===== config.mk =====
export PLATFORM = sky130hd
export DESIGN_NAME = bounce_ctrl
export DESIGN_NICKNAME = d
export VERILOG_FILES = /design/src/rtl/color_bounce_pkg.sv /design/src/rtl/bounce_motion.sv /design/src/rtl/bounce_ctrl.sv
export SDC_FILE = /design/constraint.sdc
export NUM_CORES = 1
export LEC_CHECK = 0
export CAP_MARGIN = 20
export CORE_MARGIN = 8
export CORE_UTILIZATION = 45
export CTS_CLUSTER_DIAMETER = 30
export CTS_CLUSTER_SIZE = 24
export DETAILED_ROUTE_END_ITERATION = 8
export PLACE_DENSITY = 0.7
export SLEW_MARGIN = 20
export SYNTH_ARGS = -nofsm -noshare
export SYNTH_HDL_FRONTEND = slang
export SYNTH_SLANG_ARGS = --single-unit
export TNS_END_PERCENT = 5

===== constraint.sdc =====
create_clock -name clk -period 2.2 [get_ports clk]
set_clock_uncertainty 0.1 [all_clocks]
set_input_delay 0.22 -clock clk [delete_from_list [all_inputs] [get_ports clk]]
set_output_delay 0.22 -clock clk [all_outputs]
set_load 0.03 [all_outputs]

===== src/rtl/color_bounce_pkg.sv =====
// Shared constants, state encoding and helpers for the bounce game.
// Imported by bounce_ctrl and bounce_motion.
package color_bounce_pkg;

    localparam int PLAT_W    = 3;
    localparam int NUM_PLATS = 4;

    localparam logic [7:0] FLOOR_DEF            = 8'd100;
    localparam logic [6:0] UP_FRAMES_DEF        = 7'd65;
    localparam logic [2:0] BALL_RESET_COLOR_DEF = 3'b111;

    typedef logic [2:0] state_t;

    localparam state_t S_IDLE  = 3'd0;
    localparam state_t S_WAIT  = 3'd1;
    localparam state_t S_MOVE  = 3'd2;
    localparam state_t S_CHECK = 3'd3;
    localparam state_t S_DRAW  = 3'd4;
    localparam state_t S_OVER  = 3'd5;

    function automatic logic [PLAT_W-1:0] plat_color(
        input logic [NUM_PLATS*PLAT_W-1:0] plats,
        input logic [1:0]                  idx
    );
        return plats[int'(idx)*PLAT_W +: PLAT_W];
    endfunction

endpackage


===== src/rtl/bounce_motion.sv =====
// Ball vertical motion: current/previous y, direction and rise counter.
// Ports: clk, rst_n, clear (restart), move_en (one step), bounce (start rise), prev/curr ball, dir_up.
module bounce_motion
    import color_bounce_pkg::*;
#(
    parameter logic [7:0] FLOOR     = FLOOR_DEF,
    parameter logic [6:0] UP_FRAMES = UP_FRAMES_DEF
) (
    input  logic       clk,
    input  logic       rst_n,
    input  logic       clear,
    input  logic       move_en,
    input  logic       bounce,
    output logic [7:0] prev_ball,
    output logic [7:0] curr_ball,
    output logic       dir_up
);

    logic [7:0] prev_q, prev_d;
    logic [7:0] curr_q, curr_d;
    logic       up_q, up_d;
    logic [6:0] cnt_q, cnt_d;

    always_comb begin
        prev_d = prev_q;
        curr_d = curr_q;
        up_d   = up_q;
        cnt_d  = cnt_q;
        if (clear) begin
            prev_d = 8'd0;
            curr_d = 8'd0;
            up_d   = 1'b0;
            cnt_d  = 7'd0;
        end else if (bounce) begin
            up_d  = 1'b1;
            cnt_d = UP_FRAMES;
        end else if (move_en) begin
            prev_d = curr_q;
            if (up_q) begin
                curr_d = (curr_q == 8'd0) ? 8'd0 : curr_q - 8'd1;
                cnt_d  = (cnt_q == 7'd0) ? 7'd0 : cnt_q - 7'd1;
                // last rise frame turns the ball around
                if (cnt_q <= 7'd1) up_d = 1'b0;
            end else begin
                curr_d = (curr_q >= FLOOR) ? FLOOR : curr_q + 8'd1;
            end
        end
    end

    always_ff @(posedge clk or negedge rst_n) begin
        if (!rst_n) begin
            prev_q <= 8'd0;
            curr_q <= 8'd0;
            up_q   <= 1'b0;
            cnt_q  <= 7'd0;
        end else begin
            prev_q <= prev_d;
            curr_q <= curr_d;
            up_q   <= up_d;
            cnt_q  <= cnt_d;
        end
    end

    assign prev_ball = prev_q;
    assign curr_ball = curr_q;
    assign dir_up    = up_q;

endmodule


===== src/rtl/bounce_ctrl.sv =====
// Game FSM, landing/scoring and renderer handshake for the bounce game.
// Ports: clk, reset (async low), start, frame_tick, player_color, color_plats, draw_ack -> ball/score/draw/status.
module bounce_ctrl
    import color_bounce_pkg::*;
#(
    parameter logic [7:0] FLOOR            = FLOOR_DEF,
    parameter logic [6:0] UP_FRAMES        = UP_FRAMES_DEF,
    parameter logic [2:0] BALL_RESET_COLOR = BALL_RESET_COLOR_DEF
) (
    input  logic        clk,
    input  logic        reset,
    input  logic        start,
    input  logic        frame_tick,
    input  logic [2:0]  player_color,
    input  logic [11:0] color_plats,
    input  logic        draw_ack,
    output logic [7:0]  prev_ball,
    output logic [7:0]  curr_ball,
    output logic [2:0]  color_ball,
    output logic [15:0] score,
    output logic        draw_req,
    output logic        game_over,
    output logic        overrun
);

    // assert asynchronously, release on the second clock edge
    logic rst_meta_q, rst_n_q;

    always_ff @(posedge clk or negedge reset) begin
        if (!reset) begin
            rst_meta_q <= 1'b0;
            rst_n_q    <= 1'b0;
        end else begin
            rst_meta_q <= 1'b1;
            rst_n_q    <= rst_meta_q;
        end
    end

    state_t      state_q, state_d;
    logic [2:0]  color_q, color_d;
    logic [15:0] score_q, score_d;
    logic [1:0]  plat_q, plat_d;
    logic        pend_q, pend_d;
    logic        draw_q, draw_d;
    logic        over_q, over_d;
    logic        ovr_q, ovr_d;

    logic move_en, bounce, clear, dir_up;

    always_comb begin
        state_d = state_q;
        color_d = color_q;
        score_d = score_q;
        plat_d  = plat_q;
        pend_d  = pend_q;
        draw_d  = draw_q;
        over_d  = over_q;
        ovr_d   = ovr_q;
        move_en = 1'b0;
        bounce  = 1'b0;
        clear   = 1'b0;
        if (frame_tick &&
            (state_q == S_MOVE || state_q == S_CHECK || state_q == S_DRAW))
            ovr_d = 1'b1;
        unique case (state_q)
            S_IDLE: if (start) state_d = S_WAIT;
            S_WAIT: if (frame_tick) state_d = S_MOVE;
            S_MOVE: begin
                move_en = 1'b1;
                color_d = player_color;
                state_d = S_CHECK;
            end
            S_CHECK: begin
                state_d = S_DRAW;
                draw_d  = 1'b1;
                if (!dir_up && curr_ball == FLOOR) begin
                    if (color_q == plat_color(color_plats, plat_q)) begin
                        score_d = (score_q == 16'hFFFF) ? score_q
                                                        : score_q + 16'd1;
                        plat_d  = plat_q + 2'd1;
                        bounce  = 1'b1;
                    end else begin
                        pend_d = 1'b1;
                    end
                end
            end
            S_DRAW: if (draw_ack) begin
                draw_d = 1'b0;
                if (pend_q) begin
                    state_d = S_OVER;
                    over_d  = 1'b1;
                end else begin
                    state_d = S_WAIT;
                end
            end
            S_OVER: if (start) begin
                clear   = 1'b1;
                color_d = BALL_RESET_COLOR;
                score_d = 16'd0;
                plat_d  = 2'd0;
                pend_d  = 1'b0;
                over_d  = 1'b0;
                ovr_d   = 1'b0;
                state_d = S_WAIT;
            end
            default: state_d = S_IDLE;
        endcase
    end

    always_ff @(posedge clk or negedge rst_n_q) begin
        if (!rst_n_q) begin
            state_q <= S_IDLE;
            color_q <= BALL_RESET_COLOR;
            score_q <= 16'd0;
            plat_q  <= 2'd0;
            pend_q  <= 1'b0;
            draw_q  <= 1'b0;
            over_q  <= 1'b0;
            ovr_q   <= 1'b0;
        end else begin
            state_q <= state_d;
            color_q <= color_d;
            score_q <= score_d;
            plat_q  <= plat_d;
            pend_q  <= pend_d;
            draw_q  <= draw_d;
            over_q  <= over_d;
            ovr_q   <= ovr_d;
        end
    end

    bounce_motion #(
        .FLOOR     (FLOOR),
        .UP_FRAMES (UP_FRAMES)
    ) u_motion (
        .clk       (clk),
        .rst_n     (rst_n_q),
        .clear     (clear),
        .move_en   (move_en),
        .bounce    (bounce),
        .prev_ball (prev_ball),
        .curr_ball (curr_ball),
        .dir_up    (dir_up)
    );

    assign color_ball = color_q;
    assign score      = score_q;
    assign draw_req   = draw_q;
    assign game_over  = over_q;
    assign overrun    = ovr_q;

endmodule


Word level (Yosys, flattened, before mapping). Cells that the tools add are included.

Register bits: 54. Input port bits: 20. Output and inout port bits: 38. Word-level logic and storage cells: 119.

$add $sub $neg: 5. $mul: 1. Magnitude comparators: 2. Equality and inequality tests: 18. Shift-type cells: 1. Multiplexer cells: 53. Reduce and logical (&&, ||, !) cells: 25.

Operators by type and width (count): 8-bit 2-to-1 mux (9); 16-bit 2-to-1 mux (4); 7-bit 2-to-1 mux (5); 16-bit case mux with 2 select lines (1); 1-bit 2-to-1 mux (20); 16-bit by 1-bit adder with 16-bit output, second input constant (1); 16-bit equality test, second input constant (1); 3-bit 2-to-1 mux (5); 3-bit case mux with 5 select lines (1); 2-bit inequality test, second input constant (6); 4-bit AND reduction (3); 12-bit by 5-bit variable part select with 3-bit output (1); 2-bit nonzero test (5); 8-bit by 1-bit adder with 8-bit output, second input constant (1); 8-bit by 7-bit equality test with 1-bit output, second input constant (1); 8-bit by 7-bit greater-or-equal comparator with 1-bit output, second input constant (1); 8-bit logical NOT (1); 2-bit by 1-bit inequality test with 1-bit output, second input constant (4); 2-bit AND reduction (4); 8-bit by 1-bit subtractor with 8-bit output, second input constant (1); 7-bit by 1-bit less-or-equal comparator with 1-bit output, second input constant (1); 7-bit logical NOT (1); 7-bit by 1-bit subtractor with 7-bit output, second input constant (1); 3-bit by 2-bit equality test with 1-bit output, second input constant (2); 17 further kinds (25).

Depth between registers and ports, before layout. Gate-level depths: netlist of run 1.

Depth after elaboration: 8. Mapped depth: 9. Mapped depth without buffers: 8.

Hierarchy. A second synthesis of run 1 with hierarchy kept.

Cells, all modules: 344. Area, all modules: 3179.3 µm².

By module, submodules not included: bounce_ctrl (times used 1, cells each 195, area an instance 1734.2 µm², sequential area each 754.5 µm²); bounce_motion (times used 1, cells each 149, area an instance 1445.1 µm², sequential area each 600.6 µm²).

Worst setup path after synthesis of run 1. Ideal clock, no wire load.

Path type: reg2reg. Start: reg u_motion.curr_q[0] (netlist: u_motion.curr_ball[0]). End: reg u_motion.curr_q[4] (netlist: u_motion.curr_ball[4]). Setup time: 0.140 ns. Arrival: 2.359 ns. Required time: 1.960 ns. Path slack: -0.399 ns. Stages on the path, launching flop included: 9. Buffers on the path: 0. Clock period less this slack: 2.599 ns. Cell sequence: dfrtp_1 -> inv_1 -> ha_1 -> or4b_1 -> o41ai_1 -> o21bai_1 -> nor2b_1 -> o21ai_0 -> o31ai_1.

Word-level cells in the longest chain between the ends: 6. Elaborated cells between the ends (all ways): 16. Those cells by class: add/sub: 2; order compare: 1; eq/ne: 2; mux: 8; reduce/logical: 3.

RTL lines: from (decl) (line bounce_motion.sv:20) `logic [7:0] curr_q, curr_d;`; from (signal assigned) (line bounce_motion.sv:58) `curr_q <= curr_d;`; 8-bit by 1-bit adder with 8-bit output, or another cell as far along (line bounce_motion.sv:45) `curr_d = (curr_q >= FLOOR) ? FLOOR : curr_q + 8'd1;`; 8-bit 2-to-1 mux, or another cell as far along (line bounce_motion.sv:45); 8-bit 2-to-1 mux / 1-bit 2-to-1 mux (equally long branches) (line bounce_motion.sv:39, bounce_ctrl.sv:76); 8-bit 2-to-1 mux / 1-bit 2-to-1 mux (equally long branches) (line bounce_motion.sv:37, bounce_ctrl.sv:65); 8-bit 2-to-1 mux / 2-bit by 1-bit inequality test with 1-bit output (equally long branches); 8-bit 2-to-1 mux / 2-bit AND reduction (equally long branches).

Several ways; a longest one is shown, not always the timed one. The select of a mux whose other input is x is not followed. A chain may end at the register's enable or synchronous reset.

Worst setup path in the final report of run 1.
Start: reg plat_q[0]. End: reg score_q[11] (netlist: score[11]).

Word-level cells in the longest chain between the ends: 5.

RTL lines: from (decl) (line bounce_ctrl.sv:42) `logic [1:0] plat_q, plat_d;`; from (signal assigned) (line bounce_ctrl.sv:124) `plat_q <= plat_d;`; 2-bit by 2-bit multiplier with 4-bit output (line color_bounce_pkg.sv:25) `return plats[int'(idx)*PLAT_W +: PLAT_W];`; 12-bit by 5-bit variable part select with 3-bit output (line color_bounce_pkg.sv:25); 3-bit equality test (line bounce_ctrl.sv:77) `if (color_q == plat_color(color_plats, plat_q)) begin`; 2-bit by 1-bit inequality test with 1-bit output (no line); 5-bit AND reduction (no line); to (signal assigned) (line bounce_ctrl.sv:123) `score_q <= score_d;`; to (decl) (line bounce_ctrl.sv:41) `logic [15:0] score_q, score_d;`.

Every way passes these cells.

==> results of run 1 <==
-- layout make-up --
| type | instances | area (µm²) | area share, % |
|---|---|---|---|
| well taps | 80 | 100 | 2.31 |
| clock inverters | 2 | 60.1 | 1.39 |
| inverters | 11 | 41.3 | 0.952 |
| clock buffers | 6 | 82.6 | 1.90 |
| repair buffers | 106 | 941 | 21.7 |
| flip-flops and latches | 54 | 1360 | 31.4 |
| multi-input cells | 280 | 1750 | 40.4 |
-- power groups by stage --
stage               combinational, mW  clock, mW  sequential [mW]
finish                           2.91      0.828             1.68
global route                     3.19      0.891             1.73
CTS                              2.88      0.847             1.67
detailed placement               2.81          0             1.68
global placement                 2.76          0             1.67
floorplan                        1.29          0             2.03
-- sequential cells by signal, indices dropped and copies added (netlist names) --
register and cells:
game_over 1, u_motion.dir_up 1, draw_req 1, score 16
rst_meta_q 1, u_motion.prev_ball 8, plat_q 2, color_ball 3
rst_n_q 1, u_motion.cnt_q 7, pend_q 1, overrun 1
state_q 3, u_motion.curr_ball 8
-- Yosys cell counts (4+ instances only) --
| cell type | count | area, µm² |
|---|---|---|
| ha_1 | 6 | 75.1 |
| nand3_1 | 20 | 100 |
| mux2i_1 | 7 | 70.1 |
| inv_1 | 11 | 41.3 |
| and2_1 | 6 | 37.5 |
| o311ai_0 | 9 | 78.8 |
| a21o_1 | 7 | 52.6 |
| dfrtp_1 | 51 | 1280 |
| nor2b_1 | 6 | 37.5 |
| nor3_1 | 11 | 55.1 |
| o21ai_0 | 39 | 195 |
| xor2_1 | 4 | 35.0 |
| clkbuf_1 | 14 | 52.6 |
| nand2_1 | 49 | 184 |
| a21oi_1 | 24 | 120 |
| nand2b_1 | 4 | 25.0 |
| nand3b_1 | 4 | 30.0 |
| a31oi_1 | 5 | 31.3 |
| nand4_1 | 4 | 25.0 |
| nor2_1 | 21 | 78.8 |
| and3_1 | 7 | 43.8 |
| or3_1 | 5 | 31.3 |
-- metal layers --
| metal | track usage, % | routed length, µm |
|---|---|---|
| met1 | 23.3 | 4090 |
| met4 | 4.89 | 102 |
| met5 | 0 | 0 |
| met3 | 4.05 | 385 |
| met2 | 32.7 | 4460 |
-- cells by family (layout without fill, tap and decap cells) --
family / count (synthesis) / count (layout)
flops: 54 / 54
buf+inv: 27 / 125
xor+xnor: 6 / 6
simple gates: 155 / 155
compound gates: 103 / 103
mux: 9 / 9
other cells: 1 / 1
fa+ha+maj: 6 / 6
-- final timing paths --
kind	end	depth (start not counted)	slack [ps]	start
min in group clk	rst_n_q$_DFF_PN0_	0	260	rst_meta_q$_DFF_PN0_
worst min-delay path	u_motion.prev_ball[4]$_DFFE_PN0P_	0	60	rst_n_q$_DFF_PN0_
max in group asynchronous	u_motion.curr_ball[1]$_DFFE_PN0P_	1	1310	rst_n_q$_DFF_PN0_
worst max-delay path	score[11]$_DFFE_PN0P_	5	-50	plat_q[0]$_DFFE_PN0P_
worst max register to register	score[11]$_DFFE_PN0P_	5	-50	plat_q[0]$_DFFE_PN0P_
worst min register to register	u_motion.prev_ball[4]$_DFFE_PN0P_	0	60	rst_n_q$_DFF_PN0_
-- stage by stage --
stage | cells | setup TNS [ps] | power, mW | utilization (%)
3_3_place_gp | 529 | -2450 | 4.42 | 61.0
6_report | 539 | -81.7 | 5.41 | 64.2
5_1_grt | 539 | -1490 | 5.80 | 64.2
4_1_cts | 539 | -48.3 | 5.40 | 63.8
2_1_floorplan | 361 | -149 | 3.32 | -
3_5_place_dp | 529 | -3210 | 4.49 | 61.0
-- timing repair --
| action | CTS | global route |
|---|---|---|
| gates resized for setup | 8 | 16 |
| pin swaps | 1 | 3 |
| endpoints found under the hold margin | 2 | 0 |
| setup endpoints to repair | 21 | 24 |
| buffers inserted | 1 | 0 |
| hold buffers | 1 | 0 |
-- worst max-delay path: cells and delay by family, from the launching register on --
kind             cells  cell delay, ps
AND/OR/NAND/NOR      3             950
multiplexers         1             550
flip-flops           1             430
XOR/XNOR             1             180
==> flow_summary_export.csv, run 1 <==
group,metric,value,unit
run_status,status,"finished, violations left",
run_status,violations,"negative setup slack",
drt,vias,3068,
layout,insertedDiodeCount,0,
critical_path,cp_slowest_cell,"mux4_2",
floorplan,die_y,99.5,µm
sta,slew_violations,0,
grt,antenna_found_initial,0,
sta,finalSetupViolCount,3,
placement,gp_congestion,0.915,
grt,grt_max_degree,25,
placement,place_area,0.00412,mm²
sta,timing.hold.ws,58.3,ps
logic_synthesis,synth-simple-area-share,25.2,%
pwr,ir_drop,0.000656,V
clocking,path_clk_slew,100,ps
clocking,cts_tree,"built",
pwr,p_seq_share,31.0,%
critical_path,path_cells,"mux4_2, xor2_2, or3_4, or4_4, nand3_2",
clocking,clock_latency,310,ps
critical_path,slowest_delay,550,ps
logic_synthesis,synth_async_sr_flop_share,100,%
critical_path,cp-end-kind,"register",
critical_path,arrival,2410,ps
grt,grt_pass1_vias,3164,
sta,hold_viol_final,0,
run,max_cap_violations,0,
layout,fillerInstances,581,
sta,rsz0062_at_grt,"yes",
layout,layout_common_cells,"57 x clkdlybuf4s50_1, 48 x nand2_1, 48 x buf_4",
critical_path,worstSetupStartpointType,"register",
clocking,clockRootBuffer,"clkbuf_8",
drt,wl_per_cell,16.8,µm
pwr,switching_share,42.2,%
layout,final_common_cell,"clkdlybuf4s50_1",
worst_hold_path,hold_path_class,"reg -> async",
logic_synthesis,synth_seq_cells,54,
grt,track_usage,18.9,%
sta,fmax,443,MHz
critical_path,critPathKind,"reg -> reg",
logic_synthesis,synth_xor_xnor_area_share,1.91,%
layout,syn2layout_area_growth,38.2,%
drt,drtAntennaViolNets,0,
logic_synthesis,synth_ff_type,"dfrtp_1",
logic_synthesis,synth_edf_count,0,
pwr,power_density,1250,mW/mm²
clocking,numCtsBuffers,5,
critical_path,required,2350,ps
pwr,combPwrFrac,53.7,%
drt,drtPass1Iterations,4,
placement,port_buffers,57,
sta,finalCritPeriodShare,102,%
floorplan,initial_utilization,46.4,%
logic_synthesis,netlist_instances,361,
layout,num-nets-final,484,
pwr,p_clk_share,15.3,%
floorplan,ioPinCount,58,
sta,worst_slew_pin_slew,546,ps
pwr,p_switching,2.28,mW
floorplan,core-area,0.00676,mm²
logic_synthesis,netlist_area,0.00314,mm²
grt,grt_overflow_total,0,
logic_synthesis,synth_fa_ha_area_share,2.39,%
sta,slew_headroom,63.5,%
logic_synthesis,synth_nets,387,
floorplan,die_x,99.5,µm
clocking,htree_num_levels,2,
critical_path,worstPathMaxFanout,6,
logic_synthesis,synth_cell_type_count,54,
grt,grt_pass1_wl,15400,µm
clocking,cts_buffer_depth,2,
logic_synthesis,syn_avg_cell_area,8.69,µm²
sta,period_minus_slack,2250,ps
drt,drt_iter0_drc,104,
clocking,clock-sinks,54,
pwr,p_int,3.13,mW
logic_synthesis,synth_top_family_by_area,"simple AND/OR/NAND/NOR gates",
logic_synthesis,synthMuxAreaShare,3.31,%
placement,place_ws,-274,ps
placement,hpwl,6880,µm
drt,drt_wl_total,9040,µm
layout,drive_gt1_share,17.9,%
layout,final_cell_area,0.00434,mm²
logic_synthesis,synth_compound_area_share,20.3,%
drt,drt-vias-per-instance,5.69,
floorplan,die_area,0.00990,mm²
floorplan,rows,30,
logic_synthesis,synth_seq_area_share,43.2,%
pwr,total_leakage_power,1.80,nW
drt,drc,0,
sta,worst_slack,-54.9,ps
logic_synthesis,ys_warn_count,0,
Power figures use the tool's default switching activity.
==> run 2: changes to the inputs <==
--- a/config.mk
+++ b/config.mk
@@ -7,12 +7,11 @@
 export LEC_CHECK = 0
 export CAP_MARGIN = 20
 export CORE_MARGIN = 8
-export CORE_UTILIZATION = 45
+export CORE_UTILIZATION = 53
 export CTS_CLUSTER_DIAMETER = 30
 export CTS_CLUSTER_SIZE = 24
 export DETAILED_ROUTE_END_ITERATION = 8
-export PLACE_DENSITY = 0.7
-export SLEW_MARGIN = 20
+export PLACE_DENSITY = 0.81
 export SYNTH_ARGS = -nofsm -noshare
 export SYNTH_HDL_FRONTEND = slang
 export SYNTH_SLANG_ARGS = --single-unit
==> flow_summary_export.csv, run 2 (synthesized netlist as in run 1, its figures left out) <==
group,metric,value,unit
placement,dp.cells,524,
sta,finalSetupViolCount,1,
clocking,numCtsBuffers,5,
clocking,path_clk_slew,100,ps
sta,slew_violations,0,
layout,insertedDiodeCount,0,
placement,place_ws,-226,ps
layout,drive_gt1_share,17.8,%
grt,grt_max_degree,28,
sta,period_minus_slack,2200,ps
pwr,power.total,5.22,mW
drt,vias,3191,
placement,gp_congestion,0.895,
grt,grt_overflow_total,0,
sta,timing.hold.ws,175,ps
grt,grt_pass1_vias,3120,
drt,drc,0,
critical_path,arrival,2320,ps
layout,layout_common_cells,"57 x clkdlybuf4s50_1, 49 x nand2_1, 48 x buf_4",
clocking,cts_buffer_depth,2,
critical_path,worstPathMaxFanout,4,
drt,drt-vias-per-instance,5.96,
clocking,clock-sinks,54,
sta,finalCritPeriodShare,100,%
pwr,total_leakage_power,1.79,nW
drt,drt_wl_total,8700,µm
layout,syn2layout_area_growth,36.9,%
drt,drtAntennaViolNets,0,
run,max_cap_violations,0,
pwr,ir_drop,0.000816,V
drt,wl_per_cell,16.3,µm
pwr,power_density,1220,mW/mm²
critical_path,worstSetupStartpointType,"register",
floorplan,die_area,0.00864,mm²
critical_path,critPathKind,"reg -> reg",
sta,fmax,454,MHz
sta,worst_slack,-4.89,ps
drt,drt_iter0_drc,157,
critical_path,required,2310,ps
floorplan,initial_utilization,53.9,%
clocking,htree_num_levels,2,
worst_hold_path,hold_path_class,"reg -> async",
critical_path,cp-end-kind,"register",
sta,slew_headroom,61.3,%
sta,hold_viol_final,0,
floorplan,die_y,92.9,µm
layout,final_common_cell,"clkdlybuf4s50_1",
clocking,clock_latency,320,ps
placement,port_buffers,57,
layout,final_cells,535,
sta,rsz0062_at_grt,"yes",
layout,largest_register_ffs,16,
floorplan,die_x,92.9,µm
layout,num-nets-final,485,
grt,antenna_found_initial,0,
grt,grt_pass1_wl,14700,µm
placement,hpwl,6510,µm
run_status,status,"finished, violations left",
run_status,violations,"negative setup slack",
clocking,cts_tree,"built",
grt,track_usage,20.8,%
clocking,clockRootBuffer,"clkbuf_8",
floorplan,ioPinCount,58,
drt,drtPass1Iterations,4,
floorplan,rows,28,
sta,worst_slew_pin_slew,581,ps
floorplan,core-area,0.00582,mm²
## run 2: final timing paths
kind,endpoint,start,cells after the start,slack (ps)
worst max-delay path,u_motion.curr_ball[5]$_DFFE_PN0P_,u_motion.curr_ball[1]$_DFFE_PN0P_,8,-5
worst min-delay path,u_motion.curr_ball[1]$_DFFE_PN0P_,rst_n_q$_DFF_PN0_,0,180
worst max register to register,u_motion.curr_ball[5]$_DFFE_PN0P_,u_motion.curr_ball[1]$_DFFE_PN0P_,8,-5
worst min register to register,u_motion.curr_ball[1]$_DFFE_PN0P_,rst_n_q$_DFF_PN0_,0,180
max in group asynchronous,color_ball[1]$_DFFE_PN1P_,rst_n_q$_DFF_PN0_,1,1200
min in group clk,rst_n_q$_DFF_PN0_,rst_meta_q$_DFF_PN0_,0,260
## run 2: power by group
part | leakage (nW) | internal, mW | switching [mW]
clock network | 0.0441 | 0.225 | 0.347
logic | 1.09 | 1.36 | 1.63
registers | 0.650 | 1.33 | 0.331
total | 1.79 | 2.91 | 2.31
## run 2: metal layers
metal	global-route usage [%]	routed length, µm	part of all wire, %	up-vias
li1	-	-	-	1516
met1	24.8	3540	41	1544
met2	36.6	4430	51	118
met3	4.61	589	6.8	13
met4	5.91	137	1.6	0
met5	0	0	0	-
## run 2: area by class of cell
type	instances	area (µm²)
multi-input combinational	280	1750
fill	448	1520
sequential	54	1360
timing repair buffer	107	961
tap	75	93.8
clock buffer	5	68.8
inverter	11	41.3
clock inverter	3	21.3
## run 2: stage by stage
step / cell area (µm²) / TNS (ps) / utilization [%]
finish: 4300 / -4.89 / 73.9
global route: 4300 / -618 / 73.9
floorplan: 3170 / -149 / -
CTS: 4250 / 0 / 73.1
detailed placement: 4130 / -2030 / 71.0
global placement: 4130 / -1520 / 71.0
## run 2: what timing repair did
item                                   in CTS  in global routing
setup endpoints to repair                  16                 23
hold buffers                                1                  0
endpoints found under the hold margin       2                  0
setup buffers                               0                  2
pin swaps                                   0                  3
resized for setup                           5                 17
## run 2: critical path: stages (launching register included)
cell	delay (ps)
dfrtp_2	420
inv_2	70
ha_4	140
or4b_4	500
o41ai_4	260
buf_4	180
a21oi_1	50
a21o_1	190
a22o_1	180
==> run 3: changes to the inputs <==
--- a/config.mk
+++ b/config.mk
@@ -6,7 +6,6 @@
 export NUM_CORES = 1
 export LEC_CHECK = 0
 export CAP_MARGIN = 20
-export CORE_MARGIN = 8
 export CORE_UTILIZATION = 53
 export CTS_CLUSTER_DIAMETER = 30
 export CTS_CLUSTER_SIZE = 24
==> flow_summary_export.csv, run 3 (synthesized netlist as in run 1, its figures left out) <==
group,metric,value,unit
placement,gp_congestion,0.945,
layout,final_common_cell,"clkdlybuf4s50_1",
drt,wl_per_cell,16.9,µm
worst_hold_path,hold_path_class,"reg -> async",
floorplan,die_x,78.9,µm
floorplan,ioPinCount,58,
clocking,htree_num_levels,2,
clocking,clock_latency,310,ps
floorplan,die_y,78.9,µm
run,max_cap_violations,0,
layout,final_cell_area,0.00443,mm²
pwr,power_density,1220,mW/mm²
sta,slew_headroom,60.6,%
sta,tns,-123,ps
drt,vias,3321,
layout,largest_register_ffs,16,
grt,grt_pass1_vias,3110,
clocking,cts_tree,"built",
drt,drt-vias-per-instance,6.21,
grt,grt_overflow_total,0,
clocking,numCtsBuffers,5,
sta,worst_slew_pin_slew,589,ps
sta,period_minus_slack,2270,ps
drt,drtPass1Iterations,5,
sta,slew_violations,0,
drt,drt_wl_total,9030,µm
floorplan,core-area,0.00561,mm²
sta,rsz0062_at_grt,"yes",
critical_path,worstPathMaxFanout,7,
floorplan,initial_utilization,55.9,%
layout,drive_gt1_share,21.8,%
floorplan,rows,27,
pwr,power.total,5.39,mW
critical_path,worstSetupStartpointType,"register",
placement,place_ws,-327,ps
clocking,path_clk_slew,100,ps
grt,track_usage,30.3,%
critical_path,critPathKind,"reg -> reg",
drt,drtAntennaViolNets,0,
floorplan,die_area,0.00623,mm²
sta,fmax,441,MHz
critical_path,cp-end-kind,"register",
grt,grt_max_degree,30,
critical_path,required,2360,ps
placement,place_area,0.00411,mm²
sta,worst_slack,-69.1,ps
grt,grt_pass1_wl,14700,µm
sta,finalCritPeriodShare,103,%
sta,finalSetupViolCount,5,
clocking,clockRootBuffer,"clkbuf_8",
layout,syn2layout_area_growth,41.2,%
sta,hold_viol_final,0,
layout,layout_common_cells,"57 x clkdlybuf4s50_1, 49 x buf_4, 48 x nand2_1",
grt,antenna_found_initial,0,
placement,port_buffers,57,
drt,drt_iter0_drc,271,
pwr,total_leakage_power,1.82,nW
layout,num-nets-final,488,
clocking,clock-sinks,54,
critical_path,arrival,2430,ps
clocking,cts_buffer_depth,2,
run_status,status,"finished, violations left",
layout,insertedDiodeCount,0,
pwr,ir_drop,0.000770,V
drt,drc,0,
run_status,violations,"negative setup slack",
placement,hpwl,6350,µm
## run 3: changes by cell type in the layout (fill, tap and decap cells not counted), moves of 2 or more
cell and delta:
o311ai_1 -4, o311ai_2 +4, a21oi_1 -3, a21oi_2 +2, buf_6 +2, dfrtp_1 -2, dfrtp_2 +2, nor2_1 -2
o21ai_1 +2
## run 3: timing repair
| item | in CTS | in global routing |
|---|---|---|
| setup buffers | 0 | 7 |
| hold buffers | 1 | 0 |
| resized for setup | 12 | 34 |
| pin swaps | 3 | 11 |
| endpoints found under the setup margin | 20 | 30 |
| endpoints found under the hold margin | 2 | 0 |
## run 3: report_power, final
part           internal [mW]  total [mW]  switching (mW)
Combinational           1.41        3.11            1.70
Sequential              1.33        1.70           0.369
Clock                  0.255       0.576           0.321
Total                   3.00        5.39            2.39
## run 3: stage by stage
stage | cells | utilization, % | hold WS (ps)
CTS | 528 | 75.6 | 183
global placement | 519 | 73.3 | 169
detailed placement | 519 | 73.3 | 179
global route | 535 | 79.0 | 209
finish | 535 | 79.0 | 171
floorplan | 361 | - | -176
## run 3: cell type report
class,instances,area (µm²)
timing repair buffer,110,991
inverter,11,41.3
clock inverter,1,5.00
sequential,54,1360
fill,392,1180
multi-input combinational,280,1850
clock buffer,7,86.3
tap,72,90.1
## run 3: worst max-delay path, stage by stage (launching register included)
cell     delay [ps]
dfrtp_2         480
mux2i_1         250
xor2_1          270
a32oi_2         170
or3_4           430
or4_4           430
nand3_2          80
## run 3: final timing paths
check                                      start                                end  slack (ps)  depth (start not counted)
min in group clk            rst_meta_q$_DFF_PN0_                  rst_n_q$_DFF_PN0_         270                          0
max                        plat_q[1]$_DFFE_PN0P_              score[11]$_DFFE_PN0P_         -70                          6
min                            rst_n_q$_DFF_PN0_  u_motion.prev_ball[3]$_DFFE_PN0P_         170                          0
max reg2reg                plat_q[1]$_DFFE_PN0P_              score[11]$_DFFE_PN0P_         -70                          6
max in group asynchronous      rst_n_q$_DFF_PN0_  u_motion.curr_ball[1]$_DFFE_PN0P_        1260                          1
min reg2reg                    rst_n_q$_DFF_PN0_  u_motion.prev_ball[3]$_DFFE_PN0P_         170                          0
## run 3: metal layers
metal	part of all wire, %	track usage (%)	wire, µm
met1	41	40.9	3710
met2	48	48.7	4360
met3	7.8	6.67	705
met4	2.8	9.45	257
met5	0	0	0
